<file path="src/rtl/uram_result_drain_if.sv">
// Bundles the command/status, tile URAM read port and output stream of
// uram_result_drain. The drain engine uses the master view, the host/tile
// side uses the slave view.
interface uram_result_drain_if #(
    parameter int URAM_A_W = 23,
    parameter int URAM_D_W = 72
);
    logic                start;
    logic [URAM_A_W-1:0] base_addr;
    logic [URAM_A_W:0]   num_words;
    logic                busy;
    logic                done;

    logic [URAM_A_W-1:0] uram2_rd_addr_external;
    logic                read_en_external;
    logic [URAM_D_W-1:0] uram2_rd_data;

    logic [URAM_D_W-1:0] m_data;
    logic                m_valid;
    logic                m_ready;
    logic                m_last;

    modport master (
        input  start, base_addr, num_words, uram2_rd_data, m_ready,
        output busy, done, uram2_rd_addr_external, read_en_external,
               m_data, m_valid, m_last
    );

    modport slave (
        output start, base_addr, num_words, uram2_rd_data, m_ready,
        input  busy, done, uram2_rd_addr_external, read_en_external,
               m_data, m_valid, m_last
    );
endinterface

</file>
<file path="src/rtl/uram_result_drain.sv">
// Drains a contiguous address range out of a tile's result URAM and streams
// the words out on valid/ready. Reads are only issued when the output buffer
// is guaranteed to have room for them when they return, so backpressure
// never loses data.
//
//   state   | meaning
//   --------+----------------------------------------------------------
//   S_IDLE  | waiting for start; captures base_addr/num_words
//   S_ISSUE | issuing reads while credit allows
//   S_DRAIN | all reads issued; waiting for the last word to be accepted
//   S_DONE  | one-cycle done pulse
module uram_result_drain #(
    parameter int URAM_A_W   = 23,
    parameter int URAM_D_W   = 72,
    parameter int RD_LAT     = 2,
    parameter int FIFO_DEPTH = 4
) (
    input  logic                 clk,
    input  logic                 rst_n,
    uram_result_drain_if.master  bus
);

    localparam int PTR_W = (FIFO_DEPTH > 1) ? $clog2(FIFO_DEPTH) : 1;
    localparam int CNT_W = $clog2(FIFO_DEPTH + 1);
    localparam logic [CNT_W:0]    DEPTH_C  = (CNT_W + 1)'(FIFO_DEPTH);
    localparam logic [PTR_W-1:0]  PTR_LAST = PTR_W'(FIFO_DEPTH - 1);
    localparam logic [URAM_A_W:0] ONE_WORD = (URAM_A_W + 1)'(1);

    typedef enum logic [1:0] {
        S_IDLE  = 2'd0,
        S_ISSUE = 2'd1,
        S_DRAIN = 2'd2,
        S_DONE  = 2'd3
    } state_t;

    state_t                r_state;
    state_t                w_state_nxt;

    // Remaining-reads down-counter; zero means the burst is fully issued.
    logic [URAM_A_W:0]     r_remain;
    logic [URAM_A_W-1:0]   r_addr_nxt;
    logic [URAM_A_W-1:0]   r_addr_hold;

    logic [RD_LAT-1:0]     r_pipe_v;
    logic [RD_LAT-1:0]     r_pipe_l;
    logic [CNT_W-1:0]      r_inflight;

    logic [URAM_D_W-1:0]   r_mem_d [FIFO_DEPTH];
    logic [FIFO_DEPTH-1:0] r_mem_l;
    logic [PTR_W-1:0]      r_wptr;
    logic [PTR_W-1:0]      r_rptr;
    logic [CNT_W-1:0]      r_count;

    logic                  w_accept;
    logic                  w_credit_ok;
    logic                  w_rd_en;
    logic                  w_last_rd;
    logic                  w_ret;
    logic                  w_ret_last;
    logic                  w_valid;
    logic                  w_pop;
    logic                  w_head_last;
    logic                  w_final_hs;

    function automatic logic [PTR_W-1:0] f_ptr_inc(input logic [PTR_W-1:0] p);
        if (p == PTR_LAST) begin
            return '0;
        end
        return p + 1'b1;
    endfunction

    assign w_accept    = (r_state == S_IDLE) && bus.start;
    // Conservative credit: a pop in this same cycle is not counted.
    assign w_credit_ok = ({1'b0, r_inflight} + {1'b0, r_count}) < DEPTH_C;
    assign w_rd_en     = (r_state == S_ISSUE) && (r_remain != '0) && w_credit_ok;
    assign w_last_rd   = w_rd_en && (r_remain == ONE_WORD);
    assign w_ret       = r_pipe_v[RD_LAT-1];
    assign w_ret_last  = r_pipe_l[RD_LAT-1];
    assign w_valid     = (r_count != '0);
    assign w_pop       = w_valid && bus.m_ready;
    assign w_head_last = r_mem_l[r_rptr];
    assign w_final_hs  = w_pop && w_head_last;

    // State register.
    always_ff @(posedge clk or negedge rst_n) begin
        if (!rst_n) begin
            r_state <= S_IDLE;
        end else begin
            r_state <= w_state_nxt;
        end
    end

    // Next-state decode.
    always_comb begin
        w_state_nxt = r_state;
        case (r_state)
            S_IDLE: begin
                if (bus.start) begin
                    w_state_nxt = (bus.num_words != '0) ? S_ISSUE : S_DONE;
                end
            end
            S_ISSUE: begin
                if (w_last_rd) begin
                    w_state_nxt = S_DRAIN;
                end
            end
            S_DRAIN: begin
                if (w_final_hs) begin
                    w_state_nxt = S_DONE;
                end
            end
            S_DONE: begin
                w_state_nxt = S_IDLE;
            end
            default: begin
                w_state_nxt = S_IDLE;
            end
        endcase
    end

    // Output decode; stream outputs are forced to zero while the buffer is empty.
    always_comb begin
        bus.busy                   = (r_state == S_ISSUE) || (r_state == S_DRAIN);
        bus.done                   = (r_state == S_DONE);
        bus.read_en_external       = w_rd_en;
        bus.uram2_rd_addr_external = w_rd_en ? r_addr_nxt : r_addr_hold;
        bus.m_valid                = w_valid;
        bus.m_data                 = w_valid ? r_mem_d[r_rptr] : '0;
        bus.m_last                 = w_valid && w_head_last;
    end

    // Command capture, remaining-reads counter and read address generation.
    always_ff @(posedge clk or negedge rst_n) begin
        if (!rst_n) begin
            r_remain    <= '0;
            r_addr_nxt  <= '0;
            r_addr_hold <= '0;
        end else if (w_accept) begin
            r_remain   <= bus.num_words;
            r_addr_nxt <= bus.base_addr;
        end else if (w_rd_en) begin
            r_remain    <= r_remain - 1'b1;
            r_addr_nxt  <= r_addr_nxt + 1'b1;
            r_addr_hold <= r_addr_nxt;
        end
    end

    // Read-latency pipe: valid and last-word flag travel with each read.
    always_ff @(posedge clk or negedge rst_n) begin
        if (!rst_n) begin
            r_pipe_v <= '0;
            r_pipe_l <= '0;
        end else begin
            r_pipe_v[0] <= w_rd_en;
            r_pipe_l[0] <= w_last_rd;
            for (int i = 1; i < RD_LAT; i++) begin
                r_pipe_v[i] <= r_pipe_v[i-1];
                r_pipe_l[i] <= r_pipe_l[i-1];
            end
        end
    end

    // Count of reads issued whose data has not yet landed in the buffer.
    always_ff @(posedge clk or negedge rst_n) begin
        if (!rst_n) begin
            r_inflight <= '0;
        end else begin
            case ({w_rd_en, w_ret})
                2'b10:   r_inflight <= r_inflight + 1'b1;
                2'b01:   r_inflight <= r_inflight - 1'b1;
                default: r_inflight <= r_inflight;
            endcase
        end
    end

    // Buffer storage; contents are don't-care while the entry is not counted.
    always_ff @(posedge clk) begin
        if (w_ret) begin
            r_mem_d[r_wptr] <= bus.uram2_rd_data;
            r_mem_l[r_wptr] <= w_ret_last;
        end
    end

    // Buffer pointers and occupancy.
    always_ff @(posedge clk or negedge rst_n) begin
        if (!rst_n) begin
            r_wptr  <= '0;
            r_rptr  <= '0;
            r_count <= '0;
        end else begin
            if (w_ret) begin
                r_wptr <= f_ptr_inc(r_wptr);
            end
            if (w_pop) begin
                r_rptr <= f_ptr_inc(r_rptr);
            end
            case ({w_ret, w_pop})
                2'b10:   r_count <= r_count + 1'b1;
                2'b01:   r_count <= r_count - 1'b1;
                default: r_count <= r_count;
            endcase
        end
    end

endmodule
</file>
<file path="src/flat_wrapper.sv">
// flat-port wrapper written by rule: the top's interface ports become plain ports
module uram_result_drain_flat 
#(
    parameter int URAM_A_W   = 23,
    parameter int URAM_D_W   = 72,
    parameter int RD_LAT     = 2,
    parameter int FIFO_DEPTH = 4
)
  (clk, rst_n, bus_start, bus_base_addr, bus_num_words, bus_uram2_rd_data, bus_m_ready, bus_busy, bus_done, bus_uram2_rd_addr_external, bus_read_en_external, bus_m_data, bus_m_valid, bus_m_last);
  uram_result_drain_if #(.URAM_A_W(URAM_A_W), .URAM_D_W(URAM_D_W)) bus_i ();
  input  logic clk;
  input  logic rst_n;
  input wire logic [$bits(bus_i.start)-1:0] bus_start;
  input wire logic [$bits(bus_i.base_addr)-1:0] bus_base_addr;
  input wire logic [$bits(bus_i.num_words)-1:0] bus_num_words;
  input wire logic [$bits(bus_i.uram2_rd_data)-1:0] bus_uram2_rd_data;
  input wire logic [$bits(bus_i.m_ready)-1:0] bus_m_ready;
  output wire logic [$bits(bus_i.busy)-1:0] bus_busy;
  output wire logic [$bits(bus_i.done)-1:0] bus_done;
  output wire logic [$bits(bus_i.uram2_rd_addr_external)-1:0] bus_uram2_rd_addr_external;
  output wire logic [$bits(bus_i.read_en_external)-1:0] bus_read_en_external;
  output wire logic [$bits(bus_i.m_data)-1:0] bus_m_data;
  output wire logic [$bits(bus_i.m_valid)-1:0] bus_m_valid;
  output wire logic [$bits(bus_i.m_last)-1:0] bus_m_last;
  assign bus_i.start = bus_start;
  assign bus_i.base_addr = bus_base_addr;
  assign bus_i.num_words = bus_num_words;
  assign bus_i.uram2_rd_data = bus_uram2_rd_data;
  assign bus_i.m_ready = bus_m_ready;
  assign bus_busy = bus_i.busy;
  assign bus_done = bus_i.done;
  assign bus_uram2_rd_addr_external = bus_i.uram2_rd_addr_external;
  assign bus_read_en_external = bus_i.read_en_external;
  assign bus_m_data = bus_i.m_data;
  assign bus_m_valid = bus_i.m_valid;
  assign bus_m_last = bus_i.m_last;
  uram_result_drain #(.URAM_A_W(URAM_A_W), .URAM_D_W(URAM_D_W), .RD_LAT(RD_LAT), .FIFO_DEPTH(FIFO_DEPTH)) u_core (.clk(clk), .rst_n(rst_n), .bus(bus_i));
endmodule
</file>
<file path="config.mk">
export PLATFORM = sky130hd
export DESIGN_NAME = uram_result_drain_flat
export DESIGN_NICKNAME = d
export VERILOG_FILES = /design/src/rtl/uram_result_drain_if.sv /design/src/rtl/uram_result_drain.sv /design/src/flat_wrapper.sv
export SDC_FILE = /design/constraint.sdc
export NUM_CORES = 1
export LEC_CHECK = 0
export ABC_AREA = 1
export CORE_MARGIN = 2
export CORE_UTILIZATION = 64
export CTS_CLUSTER_SIZE = 8
export DETAILED_ROUTE_END_ITERATION = 8
export DONT_BUFFER_PORTS = 1
export PLACE_DENSITY = 0.8
export SKIP_LAST_GASP = 1
export SYNTH_ARGS = -nofsm -noshare
export SYNTH_HDL_FRONTEND = slang
export SYNTH_SLANG_ARGS = --single-unit
export TNS_END_PERCENT = 1
</file>
<file path="constraint.sdc">
create_clock -name clk -period 2.8 [get_ports clk]
set_input_delay 0.42 -clock clk [delete_from_list [all_inputs] [get_ports clk]]
set_output_delay 0.42 -clock clk [all_outputs]
set_load 0.1 [all_outputs]
</file>
* Yosys cells after proc, flatten, opt, wreduce, memory -nomap -nowiden
Memories as Yosys holds them, arrays and structs flattened.
Cells that the tools add are included.
** Storage, ports and cells
- Register bits :: 90
- Latch bits :: 0
- Bits in writable memories :: 288
- Bits in read-only memories :: 0
- Input port bits :: 123
- Output and inout port bits :: 100
- Word-level logic and storage cells :: 83
- Memories kept :: 1
** Memories
- u_core.r_mem_d :: words 4, bits a word 72, rd ports 1, clocked after Yosys merged registers in 0, wr ports 1, RTL line uram_result_drain.sv:48 : logic [URAM_D_W-1:0] r_mem_d [FIFO_DEPTH];
** Cells by class
- Add/sub/neg operators :: 9
- $mul :: 0
- Divide/modulo/power cells :: 0
- $lt $le $gt $ge :: 4
- Equal/unequal tests :: 13
- Shift-type cells :: 0
- Mux-type cells :: 28
- Bitwise operators :: 0
- Reductions and logical operators :: 17
** Operator list (number)
- $mux 72 :: 1
- $mux 23 :: 3
- $mux 24 :: 2
- $reduce_bool 24->1 :: 2
- $eq 24x1->1 const B :: 1
- $sub 24x1->24 const B :: 1
- $add 23x1->23 const B :: 1
- $mux 2 :: 8
- $eq 2x2->1 const B :: 6
- $pmux 3 s2 :: 2
- $logic_and 1x1->1 :: 8
- $mux 1 :: 8
- $pmux 2 s4 :: 1
- $add 3x1->3 const B :: 2
- $eq 2x1->1 const B :: 3
- $lt 2x3->1 const B :: 2
- $reduce_bool 2->1 :: 3
- $sub 3x1->3 const B :: 2
- $add 2x1->2 const B :: 2
- $add 3x3->4 :: 1
- $bwmux 4 :: 1
- $lt 4x3->1 const B :: 1
- $ne 2x1->1 const B :: 2
- $reduce_and 3->1 :: 1
- 7 further kinds :: 7

* Logic depth before layout (Yosys ltp)
Gate-level depths: netlist of run 1.
- Word-level depth :: 6
- Depth in mapped cells :: 16
- Depth with buffers taken out :: 14

* Worst setup path after synthesis of run 1
Ideal clock, no wire load.
- Kind :: register to output
- Start :: reg u_core.r_remain[0]
- End :: out bus_uram2_rd_addr_external[17]
- Arrival time :: 3.981 ns
- Required time :: 2.380 ns
- Slack :: -1.601 ns
- Cell stages (with the launch flop) :: 10
- Buffers on the path :: 1
- Path through :: dfrtp_1 inv_1 ha_1 nand2_2 nor3_4 nand3b_2 nand2_4 buf_6 inv_1 o21ai_0
** On the way
- Cells in the longest elaborated chain, start to end :: 4
** RTL lines
- start, declared :: RTL line uram_result_drain.sv:40 : logic [URAM_A_W:0] r_remain;
- start signal, assigned :: RTL line uram_result_drain.sv:139 : r_remain <= bus.num_words;
- start signal, assigned :: RTL line uram_result_drain.sv:142 : r_remain <= r_remain - 1'b1;
- $reduce_bool 24->1 :: RTL line uram_result_drain.sv:75 : assign w_rd_en = (r_state == S_ISSUE) && (r_remain != '0) && w_credit_ok;
- $logic_and 1x1->1 (2 in series) :: RTL line uram_result_drain.sv:75
- net bus_read_en_external :: RTL line flat_wrapper.sv:21 : output wire logic [$bits(bus_i.read_en_external)-1:0] bus_read_en_external;
- $mux 23
- end, declared :: RTL line flat_wrapper.sv:20 : output wire logic [$bits(bus_i.uram2_rd_addr_external)-1:0] bus_uram2_rd_addr_external;
The timed path passes the listed nets, and every way through them passes these cells.

* Worst setup path after layout of run 1
- Start :: reg u_core.r_count[2]
- End :: out bus_uram2_rd_addr_external[2]
** On the way
- Cells in the longest elaborated chain, start to end :: 4
** RTL lines
- start, declared :: RTL line uram_result_drain.sv:52 : logic [CNT_W-1:0] r_count;
- start signal, assigned :: RTL line uram_result_drain.sv:198 : 2'b10: r_count <= r_count + 1'b1;
- start signal, assigned :: RTL line uram_result_drain.sv:199 : 2'b01: r_count <= r_count - 1'b1;
- start signal, assigned :: RTL line uram_result_drain.sv:200 : default: r_count <= r_count;
- $add 3x3->4 :: RTL line uram_result_drain.sv:74 : assign w_credit_ok = ({1'b0, r_inflight} + {1'b0, r_count}) < DEPTH_C;
- $lt 4x3->1 :: RTL line uram_result_drain.sv:74
- $logic_and 1x1->1 :: RTL line uram_result_drain.sv:75
- $mux 23
Every way passes these cells.

==> flow_metrics.py, run 1 <==
metrics = {
    "run_status": {
        "run_status": "finished with violations",
        "violations": "negative setup slack",
    },
    "timing": {
        "post-route-min-period_ns": 2.83,
        "worst_slew_pin_slew_ns": 1.14,
        "post-route-period-util_pct": 101,
        "fin_worst_skew_ns": 0.0149,
        "timing.fmax_mhz": 353,
        "timing.final.ws_setup_ns": -0.0349,
        "finalHoldViolations": 0,
        "timing.slew.headroom_pct": 24.1,
        "worst_hold_slack_ns": 0.0187,
        "finalSetupViolations": 9,
        "maxSlewViolCount": 0,
        "grt_setup_unrepaired": "yes",
    },
    "yosys": {
        "mappedNetlistArea_mm2": 0.0168,
        "synthCells": 1685,
        "post_synth.cell_area_avg_um2": 9.98,
        "synth-async-reset-ratio_pct": 22.8,
        "post_synth_edffs": 292,
        "ys.warnings.count": 0,
        "ys.flop_type": "edfxtp_1",
        "synth.ff_latch_count": 378,
        "mappedNetlistNets": 1827,
        "count_of_unique_library_cells_instantiated_by_yosys": 33,
        "synth_sequential_area_ratio_pct": 65.0,
    },
    "global_route": {
        "global_route.usage.met1_pct": 42.9,
        "grt_first_pass_wirelength_mm": 74.2,
        "globalRouteTotalUtil_pct": 34.3,
        "initial_antenna_violation_count": 5,
        "largest_net_degree_at_the_start_of_global_routing": 87,
        "globalRouteMet2Util_pct": 59.8,
        "grt_overflow": 0,
        "vias_in_the_first_global_route": 13789,
        "met3_track_demand_over_resource_pct": 5.58,
        "globalRoute.busiestLayer": "met2",
    },
    "drt": {
        "routed_via_density": 6.00,
        "ant_nets": 0,
        "drt-pass1-iter-count": 5,
        "detail_route.iter0.violations": 1521,
        "routed_wire_per_std_cell_um": 21.4,
        "remaining_drc_errors": 0,
        "via_count": 13426,
        "routed_wirelength_mm": 48.0,
    },
    "die": {
        "design.portCount": 223,
        "initial_core_util_pct": 64.9,
        "die_y_um": 166,
        "core_area_mm2": 0.0259,
        "die_w_um": 166,
        "core.rowCount": 59,
        "die_area_mm2": 0.0276,
    },
    "critical_path": {
        "setup.worst_path.class": "reg -> out",
        "critical_path.startpoint_type": "flip-flop",
        "worst-r2r-setup-slack_ns": 0.16,
        "crit-reg2reg-launch": "u_core.r_remain[0]",
        "cp.required_ns": 2.38,
        "worstReg2RegEnd": "u_core.r_inflight[2]",
        "endpoint_kind": "primary output",
        "worst_ep_arrival_time_ns": 2.41,
        "r2r_cells": 16,
        "crit_path_max_fanout": 17,
    },
    "placed_design": {
        "port-buffer-count": 0,
        "globalplace.congestion": 0.932,
        "dp_hpwl_mm": 25.9,
        "preCtsSetupSlack_ns": 0.223,
    },
    "layout": {
        "final_nets": 2023,
        "most-common-layout-cells": "359 x nor2_1, 315 x nand2_1, 292 x edfxtp_1",
        "fillCellCount": 1214,
        "syn_to_final_growth_pct": 31.6,
        "final_util_pct": 85.4,
        "layout.cells.most_common": "nor2_1",
        "layout-drive-gt1-share_pct": 17.8,
    },
    "min_path": {
        "hold_path.class": "in -> reg",
        "worst_hold_path.num_cells": 2,
        "hold_path_startpoint": "bus_base_addr[18]",
        "min_delay_worst_endpoint": "u_core.r_addr_nxt[18]",
    },
    "clock_network": {
        "cts_tree": "built",
        "clock_latency_ns": 0.56,
        "htree_num_levels": 2,
        "clock_sink_count": 378,
        "cts.clk_slew.worst_paths_ns": 0.05,
        "tritoncts_buffer_count": 53,
        "cts_root_buffer": "clkbuf_16",
        "cts_buffer_depth": 3,
    },
    "run": {
        "maxCapViolCount": 0,
    },
}
==> cells by family (layout without fill, tap and decap cells) <==
family,count (synthesis),count (layout),share of synthesized area (%)
buffers and inverters,172,383,4.24
flip-flops,378,378,65.0
other,0,5,0
AO/OA/AOI/OAI,310,310,9.26
XOR/XNOR,34,34,1.77
AND/OR/NAND/NOR,772,773,18.3
adder cells (fa/ha/maj),19,19,1.50
==> layer usage <==
layer / wire length [um] / share of wire (%)
met1: 17400 / 36
met2: 24700 / 52
met3: 3840 / 8.0
met4: 2020 / 4.2
met5: 13 / 0.027
==> timing repair <==
action,4_1_cts,5_1_grt
cloned,4,0
setup buffers,12,7
gates resized for setup,11,17
hold buffers,79,0
endpoints found under the setup margin,30,71
hold endpoints to repair,379,0
pin swaps,6,6
==> stage by stage <==
| stage | instance area, um^2 | std cells | setup TNS [ns] |
|---|---|---|---|
| floorplan | 17100 | 1685 | -24.46 |
| global route | 22100 | 2236 | -1.55 |
| finish | 22100 | 2237 | -0.185 |
| global placement | 19500 | 2059 | 0 |
| detailed placement | 19500 | 2059 | 0 |
| CTS | 22000 | 2225 | -0.464 |
==> synthesized netlist by cell type (5+ instances only) <==
master	count	area, um^2
nand3_1	69	345
ha_1	17	213
inv_1	80	300
buf_2	8	40.0
edfxtp_1	292	8770
nor3_1	5	25.0
dfrtp_1	86	2150
buf_1	18	67.6
o21ai_1	10	50.1
nor2_1	365	1370
a21oi_1	76	380
nand4_1	6	37.5
o21ai_0	222	1110
nand2_1	315	1180
xor2_1	23	201
xnor2_1	11	96.3
clkbuf_1	53	199
==> flip-flops by register name, summed over array words and instances (netlist names) <==
register / count
u_core.r_mem_d: 288
u_core.r_pipe_v: 2
u_core.r_count: 3
u_core.r_pipe_l: 2
u_core.r_mem_l: 4
u_core.r_rptr: 2
u_core.r_state: 2
u_core.r_addr_hold: 23
u_core.r_addr_nxt: 23
u_core.r_inflight: 3
u_core.r_remain: 24
u_core.r_wptr: 2
==> area by class of cell <==
type	count	area (um^2)	share of cell area (%)
inverter	85	334	1.51
timing repair buffer	227	3330	15.1
antenna	5	12.5	0.0566
clock inverter	3	43.8	0.198
clock buffer	68	1400	6.35
multi-input combinational	1136	5650	25.6
tap	335	419	1.89
sequential	378	10900	49.4
==> worst max-delay path: stages, from the launching register on <==
cell	delay [ns]
dfrtp_1	0.39
ha_1	0.29
nand3b_1	0.19
nor2_4	0.18
nand2_8	0.12
bufbuf_16	0.32
o21ai_2	0.17
buf_12	0.19
==> worst max path at each step <==
stage / from / end / slack, ns / cells past startpoint
2_1_floorplan: u_core.r_count[2] / bus_m_data[0] / -0.51 / 4
3_3_place_gp: u_core.r_remain[0] / u_core.r_inflight[2] / 0.35 / 13
3_5_place_dp: u_core.r_remain[0] / u_core.r_inflight[2] / 0.22 / 13
4_1_cts: u_core.r_count[2] / bus_uram2_rd_addr_external[0] / -0.04 / 7
5_1_grt: u_core.r_remain[9] / bus_uram2_rd_addr_external[17] / -0.10 / 11
6_report: u_core.r_count[2] / bus_uram2_rd_addr_external[2] / -0.03 / 7
Power of run 1 is not shown: default switching activity piles up to over one toggle a cycle in this logic, so the estimate is an artifact.
==> inputs of run 2 (changes only) <==
Settings changed: CORE_UTILIZATION 64 to 40, PLACE_DENSITY 0.8 to default.
==> flow_metrics.py, run 2 (synthesized netlist as in run 1, its figures left out) <==
metrics = {
    "min_path": {
        "hold_path.class": "in -> reg",
    },
    "critical_path": {
        "crit-reg2reg-launch": "u_core.r_remain[0]",
        "endpoint_kind": "primary output",
        "cp.required_ns": 2.38,
        "worst_ep_arrival_time_ns": 2.38,
        "critical_path.startpoint_type": "flip-flop",
        "crit_path_cell_trace": "inv_2 > ha_4 > nand2_2 > nor3_4 > nand3b_4 > nand2_8 > clkbuf_16 > nand2_1 > o21ai_2 > buf_12",
        "crit_path_max_fanout": 12,
        "cp_slowest_cell": "dfrtp_1",
        "worstReg2RegEnd": "u_core.r_inflight[2]",
        "r2r_cells": 14,
        "worst-r2r-setup-slack_ns": 0.34,
        "setup.worst_path.class": "reg -> out",
        "worst_setup_path_startpoint": "u_core.r_remain[0]",
        "critPathCapture": "bus_uram2_rd_addr_external[18]",
        "timing.critical_path.slowest_cell_delay_ns": 0.41,
    },
    "timing": {
        "post-route-period-util_pct": 100,
        "timing.fmax_mhz": 357,
        "finalSetupViolations": 3,
        "grt_setup_unrepaired": "yes",
        "fin_worst_skew_ns": 0.0217,
        "maxSlewViolCount": 0,
        "timing.slew.headroom_pct": 50.2,
        "timing.final.ws_setup_ns": -0.00390,
        "post-route-min-period_ns": 2.80,
        "worst_slew_pin_slew_ns": 0.748,
        "finalHoldViolations": 0,
    },
    "layout": {
        "layout-drive-gt1-share_pct": 16.8,
        "syn_to_final_growth_pct": 33.0,
        "most-common-layout-cells": "362 x nor2_1, 315 x nand2_1, 292 x edfxtp_1",
        "largest_registers": "u_core.r_mem_d: 288 flops, u_core.r_remain: 24 flops",
        "final_nets": 2023,
        "layout.cells.most_common": "nor2_1",
        "max_flop_register": "u_core.r_mem_d",
        "largest_reg_flops": 288,
    },
    "die": {
        "core_area_mm2": 0.0417,
        "initial_core_util_pct": 40.3,
        "die_area_mm2": 0.0437,
        "design.portCount": 223,
        "core.rowCount": 75,
        "die_y_um": 209,
        "die_w_um": 209,
    },
    "global_route": {
        "vias_in_the_first_global_route": 12598,
        "grt_overflow": 0,
        "largest_net_degree_at_the_start_of_global_routing": 87,
        "initial_antenna_violation_count": 2,
        "grt_first_pass_wirelength_mm": 69.1,
        "globalRouteTotalUtil_pct": 20.0,
    },
    "placed_design": {
        "preCtsSetupSlack_ns": 0.278,
        "dp_hpwl_mm": 26.5,
        "port-buffer-count": 0,
        "globalplace.congestion": 0.910,
    },
    "clock_network": {
        "cts.clk_slew.worst_paths_ns": 0.05,
        "cts_buffer_depth": 3,
        "clock_sink_count": 378,
        "cts_root_buffer": "clkbuf_16",
        "cts_tree": "built",
        "clock_latency_ns": 0.58,
        "htree_num_levels": 2,
        "tritoncts_buffer_count": 53,
    },
    "drt": {
        "ant_nets": 0,
        "routed_via_density": 5.14,
        "remaining_drc_errors": 0,
        "routed_wirelength_mm": 43.3,
        "drt-pass1-iter-count": 7,
        "via_count": 12529,
        "routed_wire_per_std_cell_um": 17.8,
        "detail_route.iter0.violations": 701,
    },
    "run_status": {
        "run_status": "finished with violations",
        "violations": "negative setup slack",
    },
    "run": {
        "maxCapViolCount": 0,
    },
}
==> run 2: critical path: cells and delay by family, from the launching register on <==
kind	cells	cell delay, ns
DFF	1	0.41
adders and majority gates	1	0.16
AOI/OAI and AO/OA	1	0.08
and+or+nand+nor	5	0.65
buffers and inverters	3	0.50
==> run 2: timing repair <==
action                                 4_1_cts  5_1_grt
gates resized for setup                     16        6
setup buffers                                4        1
setup endpoints to repair                   40       83
pin swaps                                    3        3
endpoints found under the hold margin      390        0
hold buffers                                90        0
cloned                                       1        2
==> run 2: layout make-up <==
class / count / area [um^2]
fill: 3534 / 19300
antenna: 2 / 5.00
multi-input combinational: 1135 / 5620
sequential: 378 / 10900
inverter: 85 / 344
tap: 539 / 674
timing repair buffer: 228 / 3360
clock inverter: 2 / 17.5
clock buffer: 68 / 1400
==> run 2: metrics by stage <==
| step | hold slack [ns] | setup TNS, ns | util (%) | area [um^2] | cells |
|---|---|---|---|---|---|
| detailed placement | 0.127 | 0 | 47.5 | 19800 | 2267 |
| global route | 0.0559 | -2.28 | 53.6 | 22300 | 2435 |
| floorplan | 0.124 | -24.46 | - | 17100 | 1685 |
| finish | 0.0622 | -0.00695 | 53.6 | 22400 | 2437 |
| global placement | 0.127 | 0 | 47.5 | 19800 | 2267 |
| CTS | 0.0263 | -1.68 | 53.5 | 22300 | 2432 |
==> run 2: worst min-delay path by stage <==
stage | endpoint | from | cells after the start
3_5_place_dp | u_core.r_addr_nxt[4] | rst_n | 0
6_report | u_core.r_remain[11] | bus_num_words[11] | 4
5_1_grt | u_core.r_remain[11] | bus_num_words[11] | 4
4_1_cts | u_core.r_remain[11] | bus_num_words[11] | 4
3_3_place_gp | u_core.r_addr_hold[3] | rst_n | 0
2_1_floorplan | u_core.r_addr_hold[0] | rst_n | 0
==> run 2: routing by layer <==
layer,vias up,global-route usage (%),wire length (um)
met5,-,0,0
met4,0,5.34,799
met3,66,4.57,2870
met2,393,34.7,21600
met1,6033,25.3,18000
li1,6037,-,-
Power of run 2 is left out for the same reason.
==> inputs of run 3 (changes only) <==
Settings changed: HOLD_SLACK_MARGIN from default to 0.03.
==> flow_metrics.py, run 3 (synthesized netlist as in run 1, its figures left out) <==
metrics = {
    "timing": {
        "timing.final.ws_setup_ns": -0.000944,
        "finalSetupViolations": 1,
        "fin_worst_skew_ns": 0.0224,
        "maxSlewViolCount": 0,
        "worst_slew_pin_slew_ns": 0.752,
        "timing.fmax_mhz": 357,
        "finalHoldViolations": 0,
        "timing.slew.headroom_pct": 49.8,
        "post-route-min-period_ns": 2.80,
        "fin_setup_tns_ns": -0.000944,
        "grt_setup_unrepaired": "yes",
        "post-route-period-util_pct": 100,
    },
    "die": {
        "initial_core_util_pct": 40.3,
        "design.portCount": 223,
        "core.rowCount": 75,
        "core_area_mm2": 0.0417,
        "die_area_mm2": 0.0437,
        "die_y_um": 209,
        "die_w_um": 209,
    },
    "run_status": {
        "violations": "negative setup slack",
        "run_status": "finished with violations",
    },
    "critical_path": {
        "worst_setup_path_startpoint": "u_core.r_remain[0]",
        "critical_path.startpoint_type": "flip-flop",
        "setup.worst_path.class": "reg -> out",
        "worst_ep_arrival_time_ns": 2.38,
        "cp.required_ns": 2.38,
        "endpoint_kind": "primary output",
        "crit_path_max_fanout": 12,
        "crit-reg2reg-launch": "u_core.r_remain[0]",
    },
    "clock_network": {
        "cts_tree": "built",
        "clock_sink_count": 378,
        "cts.clk_slew.worst_paths_ns": 0.05,
        "cts_buffer_depth": 3,
        "tritoncts_buffer_count": 53,
        "htree_num_levels": 2,
        "clock_latency_ns": 0.58,
        "cts_root_buffer": "clkbuf_16",
    },
    "global_route": {
        "global_route.usage.met1_pct": 25.2,
        "vias_in_the_first_global_route": 12589,
        "globalRouteTotalUtil_pct": 20.0,
        "grt_overflow": 0,
        "met3_track_demand_over_resource_pct": 4.58,
        "initial_antenna_violation_count": 2,
        "globalRoute.busiestLayer": "met2",
        "globalRouteMet2Util_pct": 34.7,
        "largest_net_degree_at_the_start_of_global_routing": 87,
        "grt_first_pass_wirelength_mm": 69.1,
    },
    "layout": {
        "most-common-layout-cells": "362 x nor2_1, 315 x nand2_1, 292 x edfxtp_1",
        "finish.instance_area_mm2": 0.0224,
        "layout-drive-gt1-share_pct": 16.8,
        "max_flop_register": "u_core.r_mem_d",
        "largest_reg_flops": 288,
        "final_util_pct": 53.7,
        "final_nets": 2025,
        "syn_to_final_growth_pct": 33.1,
        "regArea_mm2": 0.0109,
        "multi_input_comb_area_mm2": 0.00562,
        "fillCellCount": 3537,
        "layout.cells.most_common": "nor2_1",
        "largest_registers": "u_core.r_mem_d: 288 flops, u_core.r_remain: 24 flops",
    },
    "drt": {
        "via_count": 12501,
        "drt-pass1-iter-count": 5,
        "remaining_drc_errors": 0,
        "routed_wirelength_mm": 43.3,
        "ant_nets": 0,
        "routed_via_density": 5.13,
        "detail_route.iter0.violations": 743,
        "routed_wire_per_std_cell_um": 17.8,
    },
    "min_path": {
        "hold_path.class": "in -> reg",
        "hold_path_startpoint": "bus_num_words[13]",
    },
    "placed_design": {
        "placed_area_mm2": 0.0198,
        "globalplace.congestion": 0.910,
        "dp_hpwl_mm": 26.5,
        "port-buffer-count": 0,
    },
    "run": {
        "maxCapViolCount": 0,
    },
}
[run 3: cell types whose count changed in the layout (fill, tap and decap cells not counted)]
cell,delta
dlygate4sd3_1,+2
[run 3: path summary, 6_finish.rpt]
kind / endpoint / cells past startpoint / slack, ns
hold / removal: u_core.r_remain[13] / 4 / 0.07
setup / recovery: bus_uram2_rd_addr_external[18] / 10 / -0.0009
setup reg to reg: u_core.r_inflight[2] / 14 / 0.34
hold reg to reg: u_core.r_pipe_v[1] / 0 / 0.35
min in group asynchronous: u_core.r_addr_nxt[12] / 2 / 0.40
max in group asynchronous: u_core.r_rptr[0] / 2 / 1.95
[run 3: layer usage]
layer	vias up	wire length [um]
met4	0	766
met2	382	21700
met1	6016	18200
met5	-	0
li1	6042	-
met3	61	2700
[run 3: through the flow]
step / instances / setup WS, ns / hold WS, ns
after floorplan: 1685 / -0.511 / 0.124
after global placement: 2267 / 0.381 / 0.127
after detailed placement: 2267 / 0.278 / 0.127
after CTS: 2434 / -0.0854 / 0.0309
after global routing: 2437 / -0.0897 / 0.0563
final: 2439 / -0.000944 / 0.0653
[run 3: what timing repair did]
item | CTS | global route
hold buffers | 92 | 0
gates resized for setup | 16 | 6
hold endpoints to repair | 392 | 0
gates cloned | 1 | 2
setup endpoints to repair | 40 | 83
pin swaps | 3 | 3
buffers inserted | 4 | 1
[run 3: worst max-delay path, stage by stage, from the launching register on]
cell,delay (ns)
dfrtp_1,0.40
inv_2,0.10
ha_4,0.16
nand2_2,0.09
nor3_4,0.18
nand3b_4,0.14
nand2_8,0.16
clkbuf_16,0.20
nand2_1,0.07
o21ai_2,0.08
buf_12,0.20
[run 3: final cells by class]
cell class	count	area share, %
clock buffers	68	6.28
flip-flops and latches	378	48.8
multi-input cells	1135	25.1
well taps	539	3.01
clock inverters	2	0.0783
inverters	85	1.54
repair buffers	230	15.1
diodes	2	0.0224
Power of run 3 is left out for the same reason.
